==> src/rtl/digit_select_controller.sv <==
// digit_select_controller
//
// Scans the output-layer activations held in the sigmoid scratch memory
// (addresses BASE_ADDR .. BASE_ADDR+NUM_OUT-1) through a shared read port. It
// reports the index of the largest activation as the recognised digit. A scan
// starts on network_done. A new read is never issued while the network
// controller owns the memory (mem_busy). The result is held until the host
// acknowledges it.
//
// Ports:
//   clk           system clock
//   n_rst         synchronous active-low reset
//   network_done  one-cycle pulse: inference complete, scan may start
//   mem_busy      network controller owns the memory; no read may be issued
//   rd_data       read data, valid READ_LAT cycles after rd_en is registered
//   rd_en         read strobe (one-cycle pulse per neuron)
//   rd_addr       read address, held between reads
//   digit         index of the maximum activation
//   confidence    value of the maximum activation
//   result_valid  digit/confidence valid; held until result_ack
//   result_ack    consumer accepted the result
//   busy          scan in progress
//   overrun       one-cycle pulse: network_done while busy or result pending
module digit_select_controller #(
    parameter int NUM_OUT   = 10,
    parameter int BASE_ADDR = 8,
    parameter int ADDR_W    = 5,
    parameter int DATA_W    = 4,
    parameter int READ_LAT  = 1
) (
    input  logic              clk,
    input  logic              n_rst,
    input  logic              network_done,
    input  logic              mem_busy,
    input  logic [DATA_W-1:0] rd_data,
    output logic              rd_en,
    output logic [ADDR_W-1:0] rd_addr,
    output logic [3:0]        digit,
    output logic [DATA_W-1:0] confidence,
    output logic              result_valid,
    input  logic              result_ack,
    output logic              busy,
    output logic              overrun
);

    localparam int IdxW = $clog2(NUM_OUT);
    localparam int LatW = (READ_LAT > 1) ? $clog2(READ_LAT) : 1;

    typedef enum logic [2:0] {
        StIdle,
        StIssue,
        StWait,
        StCompare,
        StDone
    } state_e;

    state_e              state_q, state_d;
    logic [IdxW-1:0]     idx_q, idx_d;
    logic [LatW-1:0]     lat_q, lat_d;
    logic [DATA_W-1:0]   best_val_q, best_val_d;
    logic [IdxW-1:0]     best_idx_q, best_idx_d;
    logic                rd_en_q, rd_en_d;
    logic [ADDR_W-1:0]   rd_addr_q, rd_addr_d;
    logic [3:0]          digit_q, digit_d;
    logic [DATA_W-1:0]   confidence_q, confidence_d;
    logic                result_valid_q, result_valid_d;
    logic                busy_q, busy_d;
    logic                overrun_q, overrun_d;

    always_ff @(posedge clk) begin
        if (!n_rst) begin
            state_q        <= StIdle;
            idx_q          <= '0;
            lat_q          <= '0;
            best_val_q     <= '0;
            best_idx_q     <= '0;
            rd_en_q        <= 1'b0;
            rd_addr_q      <= '0;
            digit_q        <= '0;
            confidence_q   <= '0;
            result_valid_q <= 1'b0;
            busy_q         <= 1'b0;
            overrun_q      <= 1'b0;
        end else begin
            state_q        <= state_d;
            idx_q          <= idx_d;
            lat_q          <= lat_d;
            best_val_q     <= best_val_d;
            best_idx_q     <= best_idx_d;
            rd_en_q        <= rd_en_d;
            rd_addr_q      <= rd_addr_d;
            digit_q        <= digit_d;
            confidence_q   <= confidence_d;
            result_valid_q <= result_valid_d;
            busy_q         <= busy_d;
            overrun_q      <= overrun_d;
        end
    end

    always_comb begin
        state_d        = state_q;
        idx_d          = idx_q;
        lat_d          = lat_q;
        best_val_d     = best_val_q;
        best_idx_d     = best_idx_q;
        rd_en_d        = 1'b0;
        rd_addr_d      = rd_addr_q;
        digit_d        = digit_q;
        confidence_d   = confidence_q;
        result_valid_d = result_valid_q;
        busy_d         = busy_q;
        overrun_d      = 1'b0;

        unique case (state_q)
            StIdle: begin
                if (network_done) begin
                    state_d = StIssue;
                    idx_d   = '0;
                    busy_d  = 1'b1;
                end
            end

            StIssue: begin
                overrun_d = network_done;
                if (!mem_busy) begin
                    rd_en_d   = 1'b1;
                    rd_addr_d = ADDR_W'(BASE_ADDR) + ADDR_W'(idx_q);
                    lat_d     = '0;
                    state_d   = (READ_LAT == 1) ? StCompare : StWait;
                end
            end

            StWait: begin
                overrun_d = network_done;
                // READ_LAT-1 wait cycles: lat_q counts 0 .. READ_LAT-2
                if (lat_q == LatW'(READ_LAT - 2)) begin
                    state_d = StCompare;
                end else begin
                    lat_d = lat_q + LatW'(1);
                end
            end

            StCompare: begin
                overrun_d = network_done;
                // Strict compare keeps the lower index on ties
                if (idx_q == '0 || rd_data > best_val_q) begin
                    best_val_d = rd_data;
                    best_idx_d = idx_q;
                end
                if (idx_q == IdxW'(NUM_OUT - 1)) begin
                    state_d = StDone;
                end else begin
                    idx_d   = idx_q + IdxW'(1);
                    state_d = StIssue;
                end
            end

            StDone: begin
                if (network_done) begin
                    // Restart drops any pending result; an ack in the same
                    // cycle retires the old result cleanly, so no overrun
                    overrun_d      = !(result_valid_q && result_ack);
                    result_valid_d = 1'b0;
                    state_d        = StIssue;
                    idx_d          = '0;
                    busy_d         = 1'b1;
                end else if (!result_valid_q) begin
                    // First DONE cycle: publish the registered best
                    digit_d        = 4'(best_idx_q);
                    confidence_d   = best_val_q;
                    result_valid_d = 1'b1;
                    busy_d         = 1'b0;
                end else if (result_ack) begin
                    result_valid_d = 1'b0;
                    state_d        = StIdle;
                end
            end

            default: begin
                state_d = StIdle;
            end
        endcase
    end

    assign rd_en        = rd_en_q;
    assign rd_addr      = rd_addr_q;
    assign digit        = digit_q;
    assign confidence   = confidence_q;
    assign result_valid = result_valid_q;
    assign busy         = busy_q;
    assign overrun      = overrun_q;

endmodule

==> config.mk <==
export PLATFORM = sky130hd
export DESIGN_NAME = digit_select_controller
export DESIGN_NICKNAME = d
export VERILOG_FILES = /design/src/rtl/digit_select_controller.sv
export SDC_FILE = /design/constraint.sdc
export NUM_CORES = 1
export LEC_CHECK = 0
export ABC_AREA = 1
export CAP_MARGIN = 20
export CORE_ASPECT_RATIO = 2
export CORE_MARGIN = 10
export CORE_UTILIZATION = 50
export CTS_BUF_LIST = sky130_fd_sc_hd__clkbuf_16
export CTS_CLUSTER_SIZE = 8
export DETAILED_ROUTE_END_ITERATION = 10
export PLACE_DENSITY = 0.77
export SLEW_MARGIN = 20
export SYNTH_ARGS = -nofsm -noshare
export SYNTH_HDL_FRONTEND = slang
export SYNTH_SLANG_ARGS = --single-unit
==> constraint.sdc <==
create_clock -name clk -period 3.8 [get_ports clk]
set_input_delay 0.38 -clock clk [delete_from_list [all_inputs] [get_ports clk]]
set_output_delay 0.38 -clock clk [all_outputs]
set_load 0.02 [all_outputs]
==> flow_summary.rst <==
.. list-table::
   :header-rows: 1

   * - Metric
     - Value
   * - TritonCTS buffer count
     - 5
   * - Cell leakage power
     - 0.000783 µW
   * - Hold Crit Class
     - reg -> reg
   * - CP Class
     - in -> reg
   * - Critical Path End Type
     - flop
   * - Share of the core filled with cells in the final layout
     - 64.7%
   * - Worst EP arrival
     - 2.03 ns
   * - Total GRT Usage
     - 12.0%
   * - Initial antenna violation count
     - 0
   * - Net count after synthesis
     - 217
   * - Total power consumption of the routed design
     - 814 µW
   * - Clk_skew
     - 0.00379 ns
   * - Clock transition at the registers of the reported paths
     - 0.05 ns
   * - Drt first pass iters
     - 4
   * - Number of unique standard cell types used by synthesis
     - 26
   * - Storage cell area
     - 661 µm²
   * - Die Span X
     - 59.0 µm
   * - Initial DRC Count
     - 23
   * - PD cells
     - 428 nW/µm²
   * - Bufs on Longest Clock Path
     - 2
   * - Core Region
     - 2940 µm²
   * - Worst path cell trace
     - clkdlybuf4s50_1 > ha_1 > nand2_1 > inv_1 > nand2_1 > nand2_1 > nand2_1 > nand2_1 > nand3_1 > nand2_1 > nor2_1
   * - Maximum VDD drop
     - 0.000404 V
   * - # fillers
     - 261
   * - Hold violation count in the final report
     - 0
   * - Mapped Area
     - 1520 µm²
   * - Library cell contributing the largest single delay on the critical path
     - sky130_fd_sc_hd__clkdlybuf4s50_1
   * - Per-cell routed wire length
     - 12.7 µm
   * - Setup repair after global routing missed its margin
     - no
   * - Library cell used as clock root buffer
     - sky130_fd_sc_hd__clkbuf_16
   * - Pin count of the biggest net entering global routing
     - 22
   * - Post-DP HPWL
     - 2440 µm
   * - Clock latency on the worst-skew pair
     - 0.27 ns
   * - Initial standard-cell utilization of the core
     - 51.7%
   * - Post-synthesis instance total
     - 201
   * - Clock tree from TritonCTS
     - yes
   * - Slowest cell delay on critical path
     - 0.43 ns
   * - Max-slew violations
     - 0
   * - Syn-to-layout area delta
     - 25.2%
   * - Vert. Die Dim
     - 98.0 µm
   * - Drt via density
     - 5.26
   * - Least-Margin Pin Slew
     - 0.659 ns
   * - Placed inst area
     - 1770 µm²
   * - Std cell rows
     - 28
   * - Clock sink total
     - 33
   * - Number of inserted diodes
     - 0
   * - Critical Path Source Type
     - primary input
   * - Fin crit period
     - 1.86 ns
   * - Buffers inserted during post-CTS setup optimization
     - 0
   * - Number of nets in the layout
     - 243
   * - Data required, critical path
     - 3.97 ns
   * - Fin area
     - 1900 µm²
   * - Max-cap check violation count
     - 0
   * - Layout cell share with drive strength beyond 1
     - 7.05%
   * - Via count of the first global-routing pass
     - 1,296
   * - Fraction of the yosys area taken by sequential cells
     - 43.5%
   * - Die footprint
     - 5780 µm²
   * - Mean area per synthesized cell
     - 7.56 µm²
   * - # setup viols final
     - 0
   * - Crit-path most repeated cell
     - sky130_fd_sc_hd__nand2_1
   * - Number of levels the H-tree was split into
     - 2
   * - DRT Wirelength
     - 3270 µm
   * - Number of register bits inferred by synthesis
     - 33
   * - Worst slew margin
     - 55.9%
   * - Number of remaining DRC errors
     - 0
   * - Count of cells resized by post-cts repair
     - 0
   * - Overall overflow remaining after global route
     - 0
   * - Share of the clock period used by the worst path after layout
     - 49.0%
   * - Ys Warns
     - 0
   * - Final estimated routing congestion in global placement
     - 0.827
   * - Max FO, Critical Path
     - 16
   * - TNS Setup
     - 0 ns
   * - Number of top-level pins
     - 26
   * - Post-detailed-route count of antenna-violating nets
     - 0
   * - Highest clock rate
     - 537 MHz
   * - Hold buffer count at cts
     - 0
   * - Wire length of the first global-routing pass
     - 5510 µm
   * - Multi-input gate area in the final layout
     - 716 µm²
   * - Via total after detailed routing
     - 1,352
   * - Result of the run
     - finished, final reports clean
   * - Number of buffer cells added on primary ports
     - 25
-- worst max-delay path, delay by kind of cell --
| kind | cells | cell delay, ns |
|---|---|---|
| buf+inv | 2 | 0.49 |
| fa+ha+maj | 1 | 0.30 |
| simple gates | 8 | 0.85 |
-- final timing paths --
path,cells after the start,slack (ns),to,startpoint
max,11,1.94,best_idx_q[1]$_SDFFE_PN0P_,rd_data[3]
min,2,0.46,confidence[1]$_SDFFE_PN0P_,confidence[1]$_SDFFE_PN0P_
max reg2reg,11,2.02,best_idx_q[1]$_SDFFE_PN0P_,best_val_q[3]$_SDFFE_PN0P_
min reg2reg,2,0.46,confidence[1]$_SDFFE_PN0P_,confidence[1]$_SDFFE_PN0P_
-- metrics by stage --
step                instances  worst slack (ns)  hold slack, ns
global placement          250              1.72           0.448
floorplan                 201              2.32           0.442
CTS                       257              1.93           0.460
detailed placement        250              1.69           0.453
global route              257              1.80           0.472
finish                    257              1.94           0.455
-- layer usage --
| metal | share of wire, % | track usage, % | vias up |
|---|---|---|---|
| li1 | - | - | 707 |
| met1 | 37 | 10.2 | 610 |
| met2 | 53 | 21.1 | 25 |
| met3 | 5.1 | 4.15 | 10 |
| met4 | 4.8 | 9.06 | 0 |
| met5 | 0 | 0 | - |
-- layout make-up --
| type | count | area share [%] |
|---|---|---|
| clock buffers | 5 | 6.57 |
| clock inverters | 2 | 0.394 |
| inverters | 27 | 5.59 |
| multi-input cells | 135 | 37.6 |
| flip-flops and latches | 33 | 34.7 |
| well taps | 30 | 1.97 |
| repair buffers | 25 | 13.1 |
-- cells in the mapped netlist, drive strengths merged --
cell type / n / area share (%)
a21oi: 30 / 9.9
nor4: 1 / 0.41
xor2: 1 / 0.58
o21ai: 7 / 2.3
nor2: 21 / 6.0
clkinv: 1 / 0.58
o211a: 1 / 0.66
dfxtp: 33 / 43
inv: 26 / 6.4
nand4: 1 / 0.41
a21boi: 1 / 1.2
o22ai: 1 / 0.41
ha: 7 / 5.8
nand2: 38 / 10
nand3: 24 / 8.2
a211oi: 1 / 0.49
buf: 3 / 1.7
nor3: 1 / 0.33
clkbuf: 3 / 0.74
-- sequential cells by signal, indices dropped and copies added, names as in the netlist --
register,count
digit,4
idx_q,4
rd_en,1
state_q,3
confidence,4
best_val_q,4
overrun,1
rd_addr,5
busy,1
lat_q,1
best_idx_q,4
result_valid,1
-- kinds of logic (layout without fill, tap and decap cells) --
family | Yosys count | count (layout) | share of synthesized area (%)
xor gates and xnor gates | 1 | 1 | 0.576
adders and majority gates | 7 | 7 | 5.76
DFF | 33 | 33 | 43.5
AOI/OAI and AO/OA | 41 | 41 | 15.0
and+or+nand+nor | 86 | 86 | 25.8
buffers and inverters | 33 | 59 | 9.46
-- power breakdown --
part / internal [µW] / switching (µW) / leakage, µW
Combinational: 36.5 / 49.5 / 0.000447
Clock: 233 / 128 / 0.0000685
Sequential: 358 / 8.07 / 0.000268
-- placed cells by master (no fill, tap or decap) --
cell	netlist	routed
sky130_fd_sc_hd__inv_2	3	3
sky130_fd_sc_hd__nor3_1	1	1
sky130_fd_sc_hd__inv_1	23	24
sky130_fd_sc_hd__clkinv_4	1	1
sky130_fd_sc_hd__o22ai_1	1	1
sky130_fd_sc_hd__nor4_1	1	1
sky130_fd_sc_hd__a21boi_4	1	1
sky130_fd_sc_hd__a21oi_1	30	30
sky130_fd_sc_hd__clkbuf_16	0	5
sky130_fd_sc_hd__dfxtp_1	33	33
sky130_fd_sc_hd__xor2_1	1	1
sky130_fd_sc_hd__clkdlybuf4s50_1	0	25
sky130_fd_sc_hd__o21ai_0	5	5
sky130_fd_sc_hd__nand2_1	36	36
sky130_fd_sc_hd__o211a_1	1	1
sky130_fd_sc_hd__nor2_4	1	1
sky130_fd_sc_hd__clkinv_1	0	1
sky130_fd_sc_hd__a211oi_1	1	1
sky130_fd_sc_hd__nand3_2	1	1
sky130_fd_sc_hd__nor2_2	2	2
sky130_fd_sc_hd__nand3_1	23	23
sky130_fd_sc_hd__o21ai_1	2	2
sky130_fd_sc_hd__ha_1	7	7
sky130_fd_sc_hd__nor2_1	18	18
sky130_fd_sc_hd__nand4_1	1	1
sky130_fd_sc_hd__nand2_4	2	2
Power figures use the tool's default switching activity.
